$ cat config.mk
export PLATFORM = sky130hd
export DESIGN_NAME = pwm_counter
export DESIGN_NICKNAME = d
export VERILOG_FILES = /design/src/rtl/pwm_counter.sv
export SDC_FILE = /design/constraint.sdc
export NUM_CORES = 1
export LEC_CHECK = 0
export BUFFER_PORTS_ARGS = -buffer_cell sky130_fd_sc_hd__buf_4
export CAP_MARGIN = 25
export CORE_MARGIN = 4
export CORE_UTILIZATION = 42
export DETAILED_ROUTE_END_ITERATION = 7
export SYNTH_ARGS = -nofsm -noshare
export SYNTH_HDL_FRONTEND = slang
export SYNTH_SLANG_ARGS = --single-unit
$ cat constraint.sdc
create_clock -name clk -period 3.4 [get_ports clk]
set_input_delay 0.68 -clock clk [delete_from_list [all_inputs] [get_ports clk]]
set_output_delay 0.68 -clock clk [all_outputs]
set_load 0.05 [all_outputs]
$ cat src/rtl/pwm_counter.sv
// Prescaled up/down PWM time-base counter with shadowed period/prescale
// registers that only reload on count_reset, enable rise and wrap events.
module pwm_counter (
  input  logic        clk,
  input  logic        rst_n,
  input  logic        en,
  input  logic        count_reset,
  input  logic        upnotdown,
  input  logic [15:0] period,
  input  logic [7:0]  prescale,
  output logic [15:0] count_val,
  output logic        ovf,
  output logic        udf
);

  logic        en_q, en_d;
  logic [7:0]  psc_cnt_q, psc_cnt_d;
  logic [7:0]  psc_act_q, psc_act_d;
  logic [15:0] per_act_q, per_act_d;
  logic [15:0] count_q, count_d;
  logic        ovf_q, ovf_d;
  logic        udf_q, udf_d;

  logic        en_rise;
  logic [7:0]  psc_eff;
  logic [15:0] per_eff;
  logic        tick;

  // On an enable rise the freshly sampled values take effect in that same cycle.
  assign en_rise = en & ~en_q;
  assign psc_eff = en_rise ? prescale : psc_act_q;
  assign per_eff = en_rise ? period   : per_act_q;
  assign tick    = (psc_cnt_q >= psc_eff);

  always_comb begin
    en_d      = en;
    psc_cnt_d = psc_cnt_q;
    psc_act_d = psc_act_q;
    per_act_d = per_act_q;
    count_d   = count_q;
    ovf_d     = 1'b0;
    udf_d     = 1'b0;

    if (count_reset) begin
      psc_cnt_d = 8'd0;
      count_d   = upnotdown ? 16'd0 : period;
      per_act_d = period;
      psc_act_d = prescale;
    end else if (!en) begin
      psc_cnt_d = 8'd0;
    end else begin
      if (en_rise) begin
        per_act_d = period;
        psc_act_d = prescale;
      end
      if (tick) begin
        psc_cnt_d = 8'd0;
        if (upnotdown) begin
          // >= so a count stranded above a lowered period wraps on the next tick
          if (count_q >= per_eff) begin
            count_d   = 16'd0;
            ovf_d     = 1'b1;
            per_act_d = period;
            psc_act_d = prescale;
          end else begin
            count_d = count_q + 16'd1;
          end
        end else begin
          if (count_q == 16'd0) begin
            count_d   = period;
            udf_d     = 1'b1;
            per_act_d = period;
            psc_act_d = prescale;
          end else begin
            count_d = count_q - 16'd1;
          end
        end
      end else begin
        psc_cnt_d = psc_cnt_q + 8'd1;
      end
    end
  end

  always_ff @(posedge clk or negedge rst_n) begin
    if (!rst_n) begin
      en_q      <= 1'b0;
      psc_cnt_q <= 8'd0;
      psc_act_q <= 8'd0;
      per_act_q <= 16'd0;
      count_q   <= 16'd0;
      ovf_q     <= 1'b0;
      udf_q     <= 1'b0;
    end else begin
      en_q      <= en_d;
      psc_cnt_q <= psc_cnt_d;
      psc_act_q <= psc_act_d;
      per_act_q <= per_act_d;
      count_q   <= count_d;
      ovf_q     <= ovf_d;
      udf_q     <= udf_d;
    end
  end

  assign count_val = count_q;
  assign ovf       = ovf_q;
  assign udf       = udf_q;

endmodule

Yosys cells after proc, flatten, opt, wreduce, memory -nomap -nowiden
Index checks and enable logic that the tools add are counted.
{"block": "word_totals", "ff_bits": 51, "wordCells": 52, "out_inout_bits": 18, "inputBits": 29}
{"block": "classes", "reduce_logical": 4, "n_mux": 34, "n_addsub": 3, "n_bitwise": 2, "n_lt_le_gt_ge": 2}
{"op": "two-way mux 16 bit", "count": 14}
{"op": "two-way mux 8 bit", "count": 10}
{"op": "adder 16 x 1 -> 16 bit (second input constant)", "count": 1}
{"op": "greater-or-equal comparator 16 bit", "count": 1}
{"op": "zero test 16 bit", "count": 1}
{"op": "subtractor 16 x 1 -> 16 bit (second input constant)", "count": 1}
{"op": "two-way mux 1 bit", "count": 10}
{"op": "adder 8 x 1 -> 8 bit (second input constant)", "count": 1}
{"op": "greater-or-equal comparator 8 bit", "count": 1}
{"op": "nonzero test 2 bit", "count": 2}
{"op": "AND reduction 2 bit", "count": 1}
{"op": "AND 1 bit", "count": 1}
{"op": "NOT 1 bit", "count": 1}

Longest topological paths before layout
Gate-level depths: netlist of run 1.
{"block": "logic_depth", "ltp_word": 9, "depth_mapped": 12}

Worst setup path after synthesis of run 1
No wires, ideal clock.
{"block": "synth_path", "kind": "in2reg", "startpoint": "input port en", "endpoint": "register per_act_q[0]", "setup_time_ns": 0.127, "required_ns": 3.273, "arrival_time_ns": 3.621, "n_path_buf": 3, "path_stages": 12, "path_slack_ns": -0.349, "cell_sequence": "nor2b_1 -> clkbuf_1 -> buf_1 -> mux2i_1 -> ha_1 -> and4_4 -> nand4_4 -> nor4_1 -> nor3_2 -> o211ai_4 -> buf_6 -> mux2_1"}
{"block": "synth_via", "elab_chain_len": 8, "elab_cells_between_ends": 12, "cone_classes": "order compare: 2; mux: 8; bitwise: 1; reduce/logical: 1"}
{"item": "start, declared", "line_no": "6", "text": "input logic en,"}
{"item": "AND 1 bit", "line_no": "30", "text": "assign en_rise = en & ~en_q;"}
{"item": "two-way mux 16 bit", "line_no": "32, 52"}
{"item": "greater-or-equal comparator 16 bit", "line_no": "60", "text": "if (count_q >= per_eff) begin"}
{"item": "two-way mux 16 bit", "line_no": "60"}
{"item": "two-way mux 16 bit", "line_no": "58", "text": "if (upnotdown) begin"}
{"item": "two-way mux 16 bit", "line_no": "56", "text": "if (tick) begin"}
{"item": "two-way mux 16 bit", "line_no": "49", "text": "end else if (!en) begin"}
{"item": "two-way mux 16 bit", "line_no": "44", "text": "if (count_reset) begin"}
{"item": "end signal, assigned", "line_no": "97", "text": "per_act_q <= per_act_d;"}
{"item": "end, declared", "line_no": "19", "text": "logic [15:0] per_act_q, per_act_d;"}
Parallel ways exist; a longest one is shown, timed or not. The select of a mux whose other input is x is not followed.
A chain may end at the register's enable or synchronous reset.

Worst setup path in the final report of run 1
{"block": "layout_path", "startpoint": "input port en", "endpoint": "register count_q[2] (netlist: count_val[2])"}
{"block": "layout_via", "elab_chain_len": 8, "elab_cells_between_ends": 13, "cone_classes": "order compare: 2; mux: 7; bitwise: 1; reduce/logical: 3"}
{"item": "AND 1 bit", "line_no": "30"}
{"item": "two-way mux 16 bit", "line_no": "32", "text": "assign per_eff = en_rise ? period : per_act_q;"}
{"item": "greater-or-equal comparator 16 bit", "line_no": "60"}
{"item": "two-way mux 16 bit", "line_no": "60"}
{"item": "two-way mux 16 bit", "line_no": "58"}
{"item": "two-way mux 16 bit", "line_no": "56"}
{"item": "two-way mux 16 bit", "line_no": "49"}
{"item": "two-way mux 16 bit", "line_no": "44"}
{"item": "end signal, assigned", "line_no": "98", "text": "count_q <= count_d;"}
{"item": "end, declared", "line_no": "20", "text": "logic [15:0] count_q, count_d;"}
Parallel ways exist; a longest one is shown, timed or not. The select of a mux whose other input is x is not followed.

==> Flow_metrics.wiki, run 1 <==
{| class="wikitable"
! Metric !! Value
|-
| Area post-placement || ~0.0046 mm^2
|-
| Antenna violations before repair || 0
|-
| Final core utilization || approximately half
|-
| Max Cap Viol || 0
|-
| Crit path cell chain || buf_4 > nor2b_2 > buf_4 > buf_12 > mux2i_1 > ha_1 > and4_4 > nand4_4 > or4_1 > and3_1 > a32o_1 > a211o_1
|-
| Drt initial violations || roughly 250
|-
| P per Cell Area || around 400 mW/mm^2
|-
| Number of buffers inserted to repair setup after CTS || 0
|-
| Largest net degree at the start of global routing || 52
|-
| Area growth from synthesis to layout || 18.0%
|-
| Number of pins with negative max-slew slack in the final report || 0
|-
| Launching point of the worst reg2reg path || en_q
|-
| Proportion of synthesized chip area in sequential cells || around a third
|-
| Worst endpoint data arrival time || between 3 and 4 ns
|-
| Site row count || 35
|-
| FFs w/ async S/R, synth || between 90% and 100%
|-
| FF-to-FF path depth || 11
|-
| Die X-Extent || roughly 110 um
|-
| Slew Limit Headroom || a little under half
|-
| Worst Path Class, Setup || primary input to flip-flop
|-
| Overflow left after global routing || 0
|-
| Total design power || 1.94 mW
|-
| Average wire length per cell after detail routing || about 19 um
|-
| Slack of the worst reg-to-reg path || ~0.29 ns
|-
| Vias per cell || around 5.9
|-
| Aggregate routed wire length || 11.2 mm
|-
| Cts bufs inserted || 5
|-
| Routed via count || 3,521
|-
| Peak ir drop on the vdd network || ~0.22 mV
|-
| Global placement routability congestion || between 0.9 and 1
|-
| H-tree levels || 2
|-
| Setup repair after global routing missed its margin || false
|-
| Largest buffer count on any clock path || 2
|-
| Kind of start point of the critical path || primary input
|-
| Number of I/O port buffers || 46
|-
| Buf/Inv on CP || 3
|-
| Post-synthesis instance total || roughly 410
|-
| Maximum fanout along the worst path || 9
|-
| Top-Level Pins || between 40 and 50
|-
| Flip-flop and latch count after synthesis || 51
|-
| Height of the die || about 110 um
|-
| Critical R2R Capture || count_val[2]
|-
| Final std cell area, no fill || around 0.0047 mm^2
|-
| Clock tree from TritonCTS || built
|-
| Skew final || around 0.011 ns
|-
| Final critical-path required period || 3.20 ns
|-
| Most instantiated flip-flop cell in the synthesis netlist || dfrtp_1
|-
| Count of nets after finishing || about 520
|-
| Antenna diode count || 0
|-
| Aggregate negative setup slack || 0 ns
|-
| Root Buffer Master || clkbuf_8
|-
| Transition time at the pin with the least slew margin || 0.815 ns
|-
| First-pass GRT wire length || between 15 and 20 mm
|-
| Levels on crit path || 12
|-
| Post-cts sizing count || 0
|-
| Hold WC Path Type || primary input to asynchronous set/reset pin
|-
| Number of global-route vias before repair || about 3,500
|-
| DR pass1 iterations || 4
|-
| Library cell appearing most often on the critical path || buf_4
|-
| DRC || 0
|-
| HPWL Detailed || around 8.1 mm
|-
| Worst-case setup slack after placement || -0.116 ns
|-
| Post-CTS Hold Buffers || 0
|-
| Total global routing track utilization || 20.3%
|-
| Later-pin clock latency in the skew report || a little over 0.3 ns
|-
| Fraction of final layout cells with drive strength greater than 1 || about 22%
|-
| Setup WS post-layout || 0.195 ns
|-
| Post-synth design cell area || 0.00399 mm^2
|-
| Most common cell after layout, fill and taps aside || buf_4
|-
| Average cell area after synthesis || between 9 and 10 um^2
|-
| Period utilization || between 90 and 100%
|-
| Required arrival time at the worst endpoint || about 3.6 ns
|-
| Clk sink count || 51
|-
| CTS clk-pin slew, worst paths || around 0.10 ns
|-
| Yosys warns || 0
|-
| Worst Setup End Kind || flip-flop
|-
| Kind of cell with the highest combined delay on the critical path || simple AND/OR/NAND/NOR gates
|-
| Result of the run || finished clean
|-
| Count of distinct cell types in the synthesized netlist || 71
|-
| Effective utilization at floorplan || about 43%
|-
| Setup violations, final || 0
|-
| Critical-path cell with the highest stage delay || or4_1
|-
| Remaining antenna violation count || 0
|-
| Area inside the core boundary || 0.00924 mm^2
|-
| Number of hold violations in the final report || 0
|-
| Most frequent cells in the layout || buf_4 (68), dfrtp_1 (51), nor2_1 (28)
|-
| EDFF count, synth || 0
|-
| Leakage power of the design || roughly 2.0 nW
|-
| Total die area || between 0.01 and 0.015 mm^2
|-
| Highest attainable clock frequency || 312 MHz
|-
| Net count after synthesis || 470
|-
| Crit-path max cell delay || 0.55 ns
|}
## through the flow
step,hold WS (ns),instances
5_1_grt,0.458,596
2_1_floorplan,0.384,414
4_1_cts,0.424,596
6_report,0.408,596
3_5_place_dp,0.474,588
3_3_place_gp,0.466,588
## report_power, final
group	switching, mW	total, mW	internal, mW	leakage (nW)
Sequential	0.109	0.777	0.668	0.633
Combinational	0.416	0.722	0.306	1.34
Clock	0.220	0.439	0.220	0.0581
## Yosys cell counts (all sizes together) (4+ instances only)
master	n	area [um^2]
a21o	11	82.6
a21oi	15	75.1
a22oi	9	67.6
a32o	6	60.1
and3	4	25.0
and4	4	37.5
buf	15	93.8
clkbuf	11	41.3
dfrtp	51	1280
ha	27	338
inv	12	45.0
mux2	27	304
mux2i	24	240
nand2	21	78.8
nand3	19	100
nand4	7	58.8
nor2	29	111
nor3	9	60.1
nor4	6	58.8
o211ai	4	43.8
o21a	4	30.0
o21ai	16	80.1
o221ai	4	35.0
o31ai	7	52.6
or3	5	31.3
xnor2	8	70.1
xor2	7	61.3
## worst max path at each step
stage                     from           end  slack [ns]
after floorplan             en  count_val[2]         0.1
after global placement      en  count_val[2]       -0.07
after detailed placement    en  count_val[2]       -0.12
after CTS                   en  count_val[2]        0.22
after global routing        en  psc_act_q[3]        0.10
final                       en  count_val[2]        0.20
## worst register-to-register path, delay by kind of cell (launching register included)
kind	cells	cell delay, ns
and+or+nand+nor	5	1.40
AOI/OAI and AO/OA	2	0.49
DFF	1	0.41
buffers and inverters	2	0.31
adders and majority gates	1	0.30
muxes	1	0.08
## sequential cells by signal, summed over array words and instances (netlist names)
signal     cells
ovf            1
udf            1
en_q           1
per_act_q     16
psc_act_q      8
count_val     16
psc_cnt_q      8
## area by class of cell
type / instances / area (um^2)
Fill cell: 862 / 4530
Inverter: 13 / 48.8
Timing Repair Buffer: 71 / 571
Multi-Input combinational cell: 324 / 2540
Clock inverter: 3 / 43.8
Sequential cell: 51 / 1280
Tap cell: 129 / 161
Clock buffer: 5 / 68.8
## cell families after synthesis
logic type | share of synthesized area, %
flops | 32.0
mux | 13.6
xor+xnor | 3.29
compound gates | 20.4
fa+ha+maj | 8.47
buf+inv | 4.61
simple gates | 17.6
## metal layers
metal	vias up	GRT usage, %	routed length (um)
met3	17	2.76	557
met1	1717	27.5	5010
li1	1690	-	-
met5	-	0	0
met2	97	34.2	5460
met4	0	4.69	174
Note: power is estimated with default switching activity, not from simulation.
==> inputs of run 2 (changes only) <==
--- a/config.mk
+++ b/config.mk
@@ -6,7 +6,8 @@
 export NUM_CORES = 1
 export LEC_CHECK = 0
 export BUFFER_PORTS_ARGS = -buffer_cell sky130_fd_sc_hd__buf_4
-export CAP_MARGIN = 25
+export CAP_MARGIN = 20
+export CORE_ASPECT_RATIO = 0.8
 export CORE_MARGIN = 4
 export CORE_UTILIZATION = 42
 export DETAILED_ROUTE_END_ITERATION = 7
==> constraint.sdc (replaced) <==
create_clock -name clk -period 3.4 [get_ports clk]
set_input_delay 0.68 -clock clk [delete_from_list [all_inputs] [get_ports clk]]
set_output_delay 0.68 -clock clk [all_outputs]
set_load 0.1 [all_outputs]
==> Flow_metrics.wiki, run 2 (synthesis results as in run 1) <==
{| class="wikitable"
! Metric !! Value
|-
| Area of the multi-input gates || 0.00254 mm^2 (about the same)
|-
| Buf/Inv on CP || 3 (unchanged)
|-
| FF-to-FF path depth || 11 (unchanged)
|-
| Maximum fanout along the worst path || 8 (was 9)
|-
| Antenna diode count || 0 (unchanged)
|-
| Storage cell area || 0.00128 mm^2 (unchanged)
|-
| Effective utilization at floorplan || 43.6% (was 43.2%)
|-
| Fraction of final layout cells with drive strength greater than 1 || 21.6% (unchanged)
|-
| Combinational group share of total power || 39.0% (was 37.2%)
|-
| Launching point of the worst reg2reg path || en_q (unchanged)
|-
| Largest buffer count on any clock path || 2 (unchanged)
|-
| Period utilization || 95.5% (was 94.3%)
|-
| Highest attainable clock frequency || 308 MHz (was 312 MHz)
|-
| First-pass GRT wire length || 18.3 mm (about the same)
|-
| H-tree levels || 2 (unchanged)
|-
| Vias per cell || 5.98 (was 5.91)
|-
| Area growth from synthesis to layout || 18.4% (was 18.0%)
|-
| Overflow left after global routing || 0 (unchanged)
|-
| Critical R2R Capture || count_val[2] (unchanged)
|-
| P per Cell Area || 447 mW/mm^2 (was 412 mW/mm^2)
|-
| Internal portion of total power || 1.25 mW (was 1.19 mW)
|-
| Total global routing track utilization || 20.8% (was 20.3%)
|-
| Number of buffers inserted to repair setup after CTS || 0 (unchanged)
|-
| Setup violations, final || 0 (unchanged)
|-
| Number of I/O port buffers || 46 (unchanged)
|-
| Post-cts sizing count || 0 (unchanged)
|-
| Remaining antenna violation count || 0 (unchanged)
|-
| Antenna violations before repair || 0 (unchanged)
|-
| DRC || 0 (unchanged)
|-
| Total die area || 0.0111 mm^2 (about the same)
|-
| Global placement routability congestion || 0.871 (was 0.924)
|-
| Clock tree from TritonCTS || built (unchanged)
|-
| Area inside the core boundary || 0.00915 mm^2 (was 0.00924 mm^2)
|-
| Height of the die || 95.2 um (was 105 um)
|-
| Root Buffer Master || clkbuf_16 (was clkbuf_8)
|-
| CTS clk-pin slew, worst paths || 0.08 ns (was 0.10 ns)
|-
| Aggregate routed wire length || 11.0 mm (was 11.2 mm)
|-
| Fill cell count || 851 (was 862)
|-
| Final std cell area, no fill || 0.00472 mm^2 (was 0.00471 mm^2)
|-
| Largest net degree at the start of global routing || 52 (unchanged)
|-
| Routed via count || 3,482 (was 3,521)
|-
| Site row count || 31 (was 35)
|-
| Transition time at the pin with the least slew margin || 0.784 ns (was 0.815 ns)
|-
| Crit path cell chain || buf_4 > nor2b_2 > buf_4 > buf_12 > mux2i_1 > ha_1 > and4_4 > nand4_4 > or4_1 > and3_1 > a32o_1 > a211o_1 (unchanged)
|-
| Average wire length per cell after detail routing || 19.0 um (was 18.8 um)
|-
| Sw frac || 40.9% (was 38.4%)
|-
| Worst Path Class, Setup || primary input to flip-flop (unchanged)
|-
| Most frequent cells in the layout || buf_4 (68), dfrtp_1 (51), nor2_1 (28) (unchanged)
|-
| Result of the run || finished clean (unchanged)
|-
| Final critical-path required period || 3.25 ns (was 3.20 ns)
|-
| Clk sink count || 51 (unchanged)
|-
| Top-Level Pins || 47 (unchanged)
|-
| Slew Limit Headroom || 47.5% (was 45.5%)
|-
| Seq pwr share || 36.7% (was 40.1%)
|-
| Clock share of power || 24.3% (was 22.7%)
|-
| HPWL Detailed || 8.11 mm (was 8.09 mm)
|-
| Worst endpoint data arrival time || 3.42 ns (was 3.40 ns)
|-
| Kind of start point of the critical path || primary input (unchanged)
|-
| Crit-path max cell delay || 0.55 ns (about the same)
|-
| Hold WC Path Type || primary input to asynchronous set/reset pin (unchanged)
|-
| Drt initial violations || 248 (was 253)
|-
| Count of nets after finishing || 522 (unchanged)
|-
| Area post-placement || 0.00458 mm^2 (was 0.00459 mm^2)
|-
| Required arrival time at the worst endpoint || 3.58 ns (was 3.60 ns)
|-
| Worst slack on hold paths || 0.425 ns (was 0.408 ns)
|-
| Critical-path cell with the highest stage delay || or4_1 (unchanged)
|-
| Setup repair after global routing missed its margin || false (unchanged)
|-
| Skew final || 0.0100 ns (was 0.0110 ns)
|-
| Die X-Extent || 117 um (was 105 um)
|-
| Number of hold violations in the final report || 0 (unchanged)
|-
| DR pass1 iterations || 4 (unchanged)
|-
| Number of global-route vias before repair || 3,457 (was 3,481)
|-
| Kind of cell with the highest combined delay on the critical path || simple AND/OR/NAND/NOR gates (unchanged)
|-
| Library cell appearing most often on the critical path || buf_4 (unchanged)
|-
| Leakage power of the design || 2.04 nW (was 2.03 nW)
|-
| Most common cell after layout, fill and taps aside || buf_4 (unchanged)
|-
| Later-pin clock latency in the skew report || 0.30 ns (was 0.31 ns)
|-
| Worst Setup End Kind || flip-flop (unchanged)
|-
| Number of pins with negative max-slew slack in the final report || 0 (unchanged)
|-
| Switching pwr || 0.864 mW (was 0.744 mW)
|-
| Post-CTS Hold Buffers || 0 (unchanged)
|-
| Peak ir drop on the vdd network || 0.227 mV (was 0.220 mV)
|-
| Slack of the worst reg-to-reg path || 0.26 ns (was 0.29 ns)
|-
| Cts bufs inserted || 5 (unchanged)
|-
| Max Cap Viol || 0 (unchanged)
|}
-- run 2: metrics by stage --
step / util, % / instances / power, mW / setup WS [ns] / setup TNS, ns
2_1_floorplan: - / 414 / 1.36 / 0.0767 / 0
3_3_place_gp: 50.0 / 574 / 1.59 / -0.0958 / -2.09
3_5_place_dp: 50.0 / 574 / 1.61 / -0.127 / -1.91
4_1_cts: 51.5 / 582 / 2.12 / 0.172 / 0
5_1_grt: 51.6 / 582 / 2.24 / 0.0142 / 0
6_report: 51.6 / 582 / 2.11 / 0.154 / 0
-- run 2: how the worst max path moves through the flow --
stage	startpoint	to	slack [ns]	depth (start not counted)
CTS	en	count_val[2]	0.17	12
detailed placement	en	count_val[2]	-0.13	12
global placement	en	count_val[2]	-0.1	12
finish	en	count_val[2]	0.15	12
global route	en	count_val[2]	0.01	12
floorplan	count_val[0]	per_act_q[0]	0.08	9
-- run 2: cell type report --
class / instances / share of cell area, %
well taps: 115 / 3.05
inverters: 13 / 1.03
multi-input cells: 324 / 53.8
flip-flops and latches: 51 / 27.0
clock buffers: 6 / 2.73
clock inverters: 2 / 0.265
repair buffers: 71 / 12.1
-- run 2: power by group through the flow --
stage | Combinational (mW) | Clock, mW | Sequential, mW
finish | 0.823 | 0.513 | 0.776
global route | 0.895 | 0.555 | 0.789
CTS | 0.823 | 0.524 | 0.775
detailed placement | 0.819 | 0 | 0.787
global placement | 0.806 | 0 | 0.787
floorplan | 0.436 | 0 | 0.919
-- run 2: routing by layer --
layer | global-route usage (%) | part of all wire, % | vias to the layer above
met1 | 30.5 | 48 | 1668
met4 | 5.16 | 0.87 | 0
li1 | - | - | 1693
met3 | 3.24 | 6.4 | 9
met5 | 0 | 0 | -
met2 | 32.0 | 45 | 112
==> inputs of run 3 (changes only) <==
--- a/config.mk
+++ b/config.mk
@@ -9,7 +9,7 @@
 export CAP_MARGIN = 20
 export CORE_ASPECT_RATIO = 0.8
 export CORE_MARGIN = 4
-export CORE_UTILIZATION = 42
+export CORE_UTILIZATION = 40
 export DETAILED_ROUTE_END_ITERATION = 7
 export SYNTH_ARGS = -nofsm -noshare
 export SYNTH_HDL_FRONTEND = slang
==> Flow_metrics.wiki, run 3 (synthesis results as in run 1) <==
{| class="wikitable"
! Metric !! Value
|-
| Maximum fanout along the worst path || 8 (unchanged)
|-
| Post-CTS Hold Buffers || 0 (unchanged)
|-
| DRC || 0 (unchanged)
|-
| Kind of start point of the critical path || primary input (unchanged)
|-
| Crit-path max cell delay || 0.56 ns (was 0.55 ns)
|-
| H-tree levels || 2 (unchanged)
|-
| Critical-path cell with the highest stage delay || or4_1 (unchanged)
|-
| Worst Path Class, Setup || primary input to flip-flop (unchanged)
|-
| Final core utilization || 49.7% (was 51.6%)
|-
| Routed via count || 3,551 (was 3,482)
|-
| Vias per cell || 5.85 (was 5.98)
|-
| Number of pins with negative max-slew slack in the final report || 0 (unchanged)
|-
| Overflow left after global routing || 0 (unchanged)
|-
| Root Buffer Master || clkbuf_16 (unchanged)
|-
| Global placement routability congestion || 0.972 (was 0.871)
|-
| Area growth from synthesis to layout || 20.8% (was 18.4%)
|-
| Most common cell after layout, fill and taps aside || buf_4 (unchanged)
|-
| Number of buffers inserted to repair setup after CTS || 0 (unchanged)
|-
| Result of the run || finished clean (unchanged)
|-
| Peak ir drop on the vdd network || 0.289 mV (was 0.227 mV)
|-
| Clk sink count || 51 (unchanged)
|-
| Worst Setup End Kind || flip-flop (unchanged)
|-
| DR pass1 iterations || 5 (was 4)
|-
| Final critical-path required period || 3.25 ns (about the same)
|-
| Remaining antenna violation count || 0 (unchanged)
|-
| Setup violations, final || 0 (unchanged)
|-
| Average wire length per cell after detail routing || 18.4 um (was 19.0 um)
|-
| Period utilization || 95.6% (was 95.5%)
|-
| Max Cap Viol || 0 (unchanged)
|-
| Required arrival time at the worst endpoint || 3.58 ns (about the same)
|-
| Setup repair after global routing missed its margin || false (unchanged)
|-
| HPWL Detailed || 8.13 mm (was 8.11 mm)
|-
| Total die area || 0.0116 mm^2 (was 0.0111 mm^2)
|-
| Antenna violations before repair || 0 (unchanged)
|-
| Transition time at the pin with the least slew margin || 0.800 ns (was 0.784 ns)
|-
| Area inside the core boundary || 0.00969 mm^2 (was 0.00915 mm^2)
|-
| P per Cell Area || 448 mW/mm^2 (was 447 mW/mm^2)
|-
| Drt initial violations || 269 (was 248)
|-
| Largest buffer count on any clock path || 2 (unchanged)
|-
| Site row count || 32 (was 31)
|-
| CTS clk-pin slew, worst paths || 0.07 ns (was 0.08 ns)
|-
| Clock tree from TritonCTS || built (unchanged)
|-
| Count of nets after finishing || 526 (was 522)
|-
| Non-filler instance count after layout || 607 (was 582)
|-
| Top-Level Pins || 47 (unchanged)
|-
| Leakage power of the design || 2.08 nW (was 2.04 nW)
|-
| Highest attainable clock frequency || 308 MHz (about the same)
|-
| Die X-Extent || 120 um (was 117 um)
|-
| Later-pin clock latency in the skew report || 0.30 ns (about the same)
|-
| Number of hold violations in the final report || 0 (unchanged)
|-
| Number of I/O port buffers || 46 (unchanged)
|-
| Slew Limit Headroom || 46.5% (was 47.5%)
|-
| Effective utilization at floorplan || 41.2% (was 43.6%)
|-
| Setup WS post-layout || 0.149 ns (was 0.154 ns)
|-
| Crit path cell chain || buf_4 > nor2b_2 > buf_4 > buf_12 > mux2i_1 > ha_1 > and4_4 > nand4_4 > or4_1 > and3_1 > a32o_1 > a211o_1 (unchanged)
|-
| Total global routing track utilization || 19.5% (was 20.8%)
|-
| Number of global-route vias before repair || 3,494 (was 3,457)
|-
| Most frequent cells in the layout || buf_4 (70), dfrtp_1 (51), nor2_1 (28) (was buf_4 (68), dfrtp_1 (51), nor2_1 (28))
|-
| Fraction of final layout cells with drive strength greater than 1 || 22.3% (was 21.6%)
|-
| Worst-case setup slack after placement || -0.154 ns (was -0.127 ns)
|-
| Post-cts sizing count || 0 (unchanged)
|-
| Height of the die || 97.3 um (was 95.2 um)
|-
| Aggregate routed wire length || 11.1 mm (was 11.0 mm)
|-
| Largest net degree at the start of global routing || 52 (unchanged)
|-
| First-pass GRT wire length || 18.5 mm (was 18.3 mm)
|-
| Cts bufs inserted || 5 (unchanged)
|-
| Library cell appearing most often on the critical path || buf_4 (unchanged)
|-
| Hold WC Path Type || primary input to asynchronous set/reset pin (unchanged)
|-
| Cell total after placement || 599 (was 574)
|-
| Antenna diode count || 0 (unchanged)
|-
| Skew final || 0.00465 ns (was 0.0100 ns)
|-
| Worst endpoint data arrival time || 3.44 ns (was 3.42 ns)
|}
## run 3: where the power goes
| group | switching, mW | internal (mW) | total [mW] | leakage [nW] |
|---|---|---|---|---|
| clock | 0.236 | 0.314 | 0.549 | 0.0761 |
| combinational | 0.527 | 0.314 | 0.842 | 1.37 |
| sequential | 0.0961 | 0.669 | 0.765 | 0.633 |
## run 3: through the flow
stage / setup TNS (ns) / hold slack (ns) / instance area [um^2] / total power, mW
6_report: 0 / 0.428 / 4820 / 2.16
5_1_grt: 0 / 0.487 / 4820 / 2.28
4_1_cts: 0 / 0.452 / 4820 / 2.18
3_5_place_dp: -2.43 / 0.474 / 4660 / 1.62
3_3_place_gp: -0.775 / 0.467 / 4660 / 1.60
2_1_floorplan: 0 / 0.384 / 4000 / 1.36
## run 3: final cells by class
class / count / area [um^2]
Fill cell: 922 / 4870
Timing Repair Buffer: 75 / 626
Multi-Input combinational cell: 324 / 2540
Clock buffer: 7 / 153
Clock inverter: 1 / 7.51
Sequential cell: 51 / 1280
Inverter: 13 / 48.8
Tap cell: 136 / 170
## run 3: path summary, 6_finish.rpt
path / from / endpoint / cells past startpoint / slack, ns
worst max-delay path: en / count_val[2] / 12 / 0.15
worst min-delay path: rst_n / per_act_q[10] / 1 / 0.43
worst max register to register: en_q / count_val[2] / 11 / 0.29
worst min register to register: per_act_q[6] / per_act_q[6] / 1 / 0.49
max in group asynchronous: rst_n / per_act_q[0] / 1 / 2.51
min in group clk: per_act_q[6] / per_act_q[6] / 1 / 0.49
## run 3: routing by layer
layer	routed length, um	vias up	global-route usage (%)
met5	0	-	0
met4	192	0	5.72
met3	757	19	3.61
met2	5070	126	30.7
met1	5120	1706	27.4
li1	-	1700	-
## run 3: critical path, delay by kind of cell
kind / cells / cell delay [ns]
compound gates: 2 / 0.49
fa+ha+maj: 1 / 0.30
buf+inv: 3 / 0.41
mux: 1 / 0.12
simple gates: 5 / 1.42
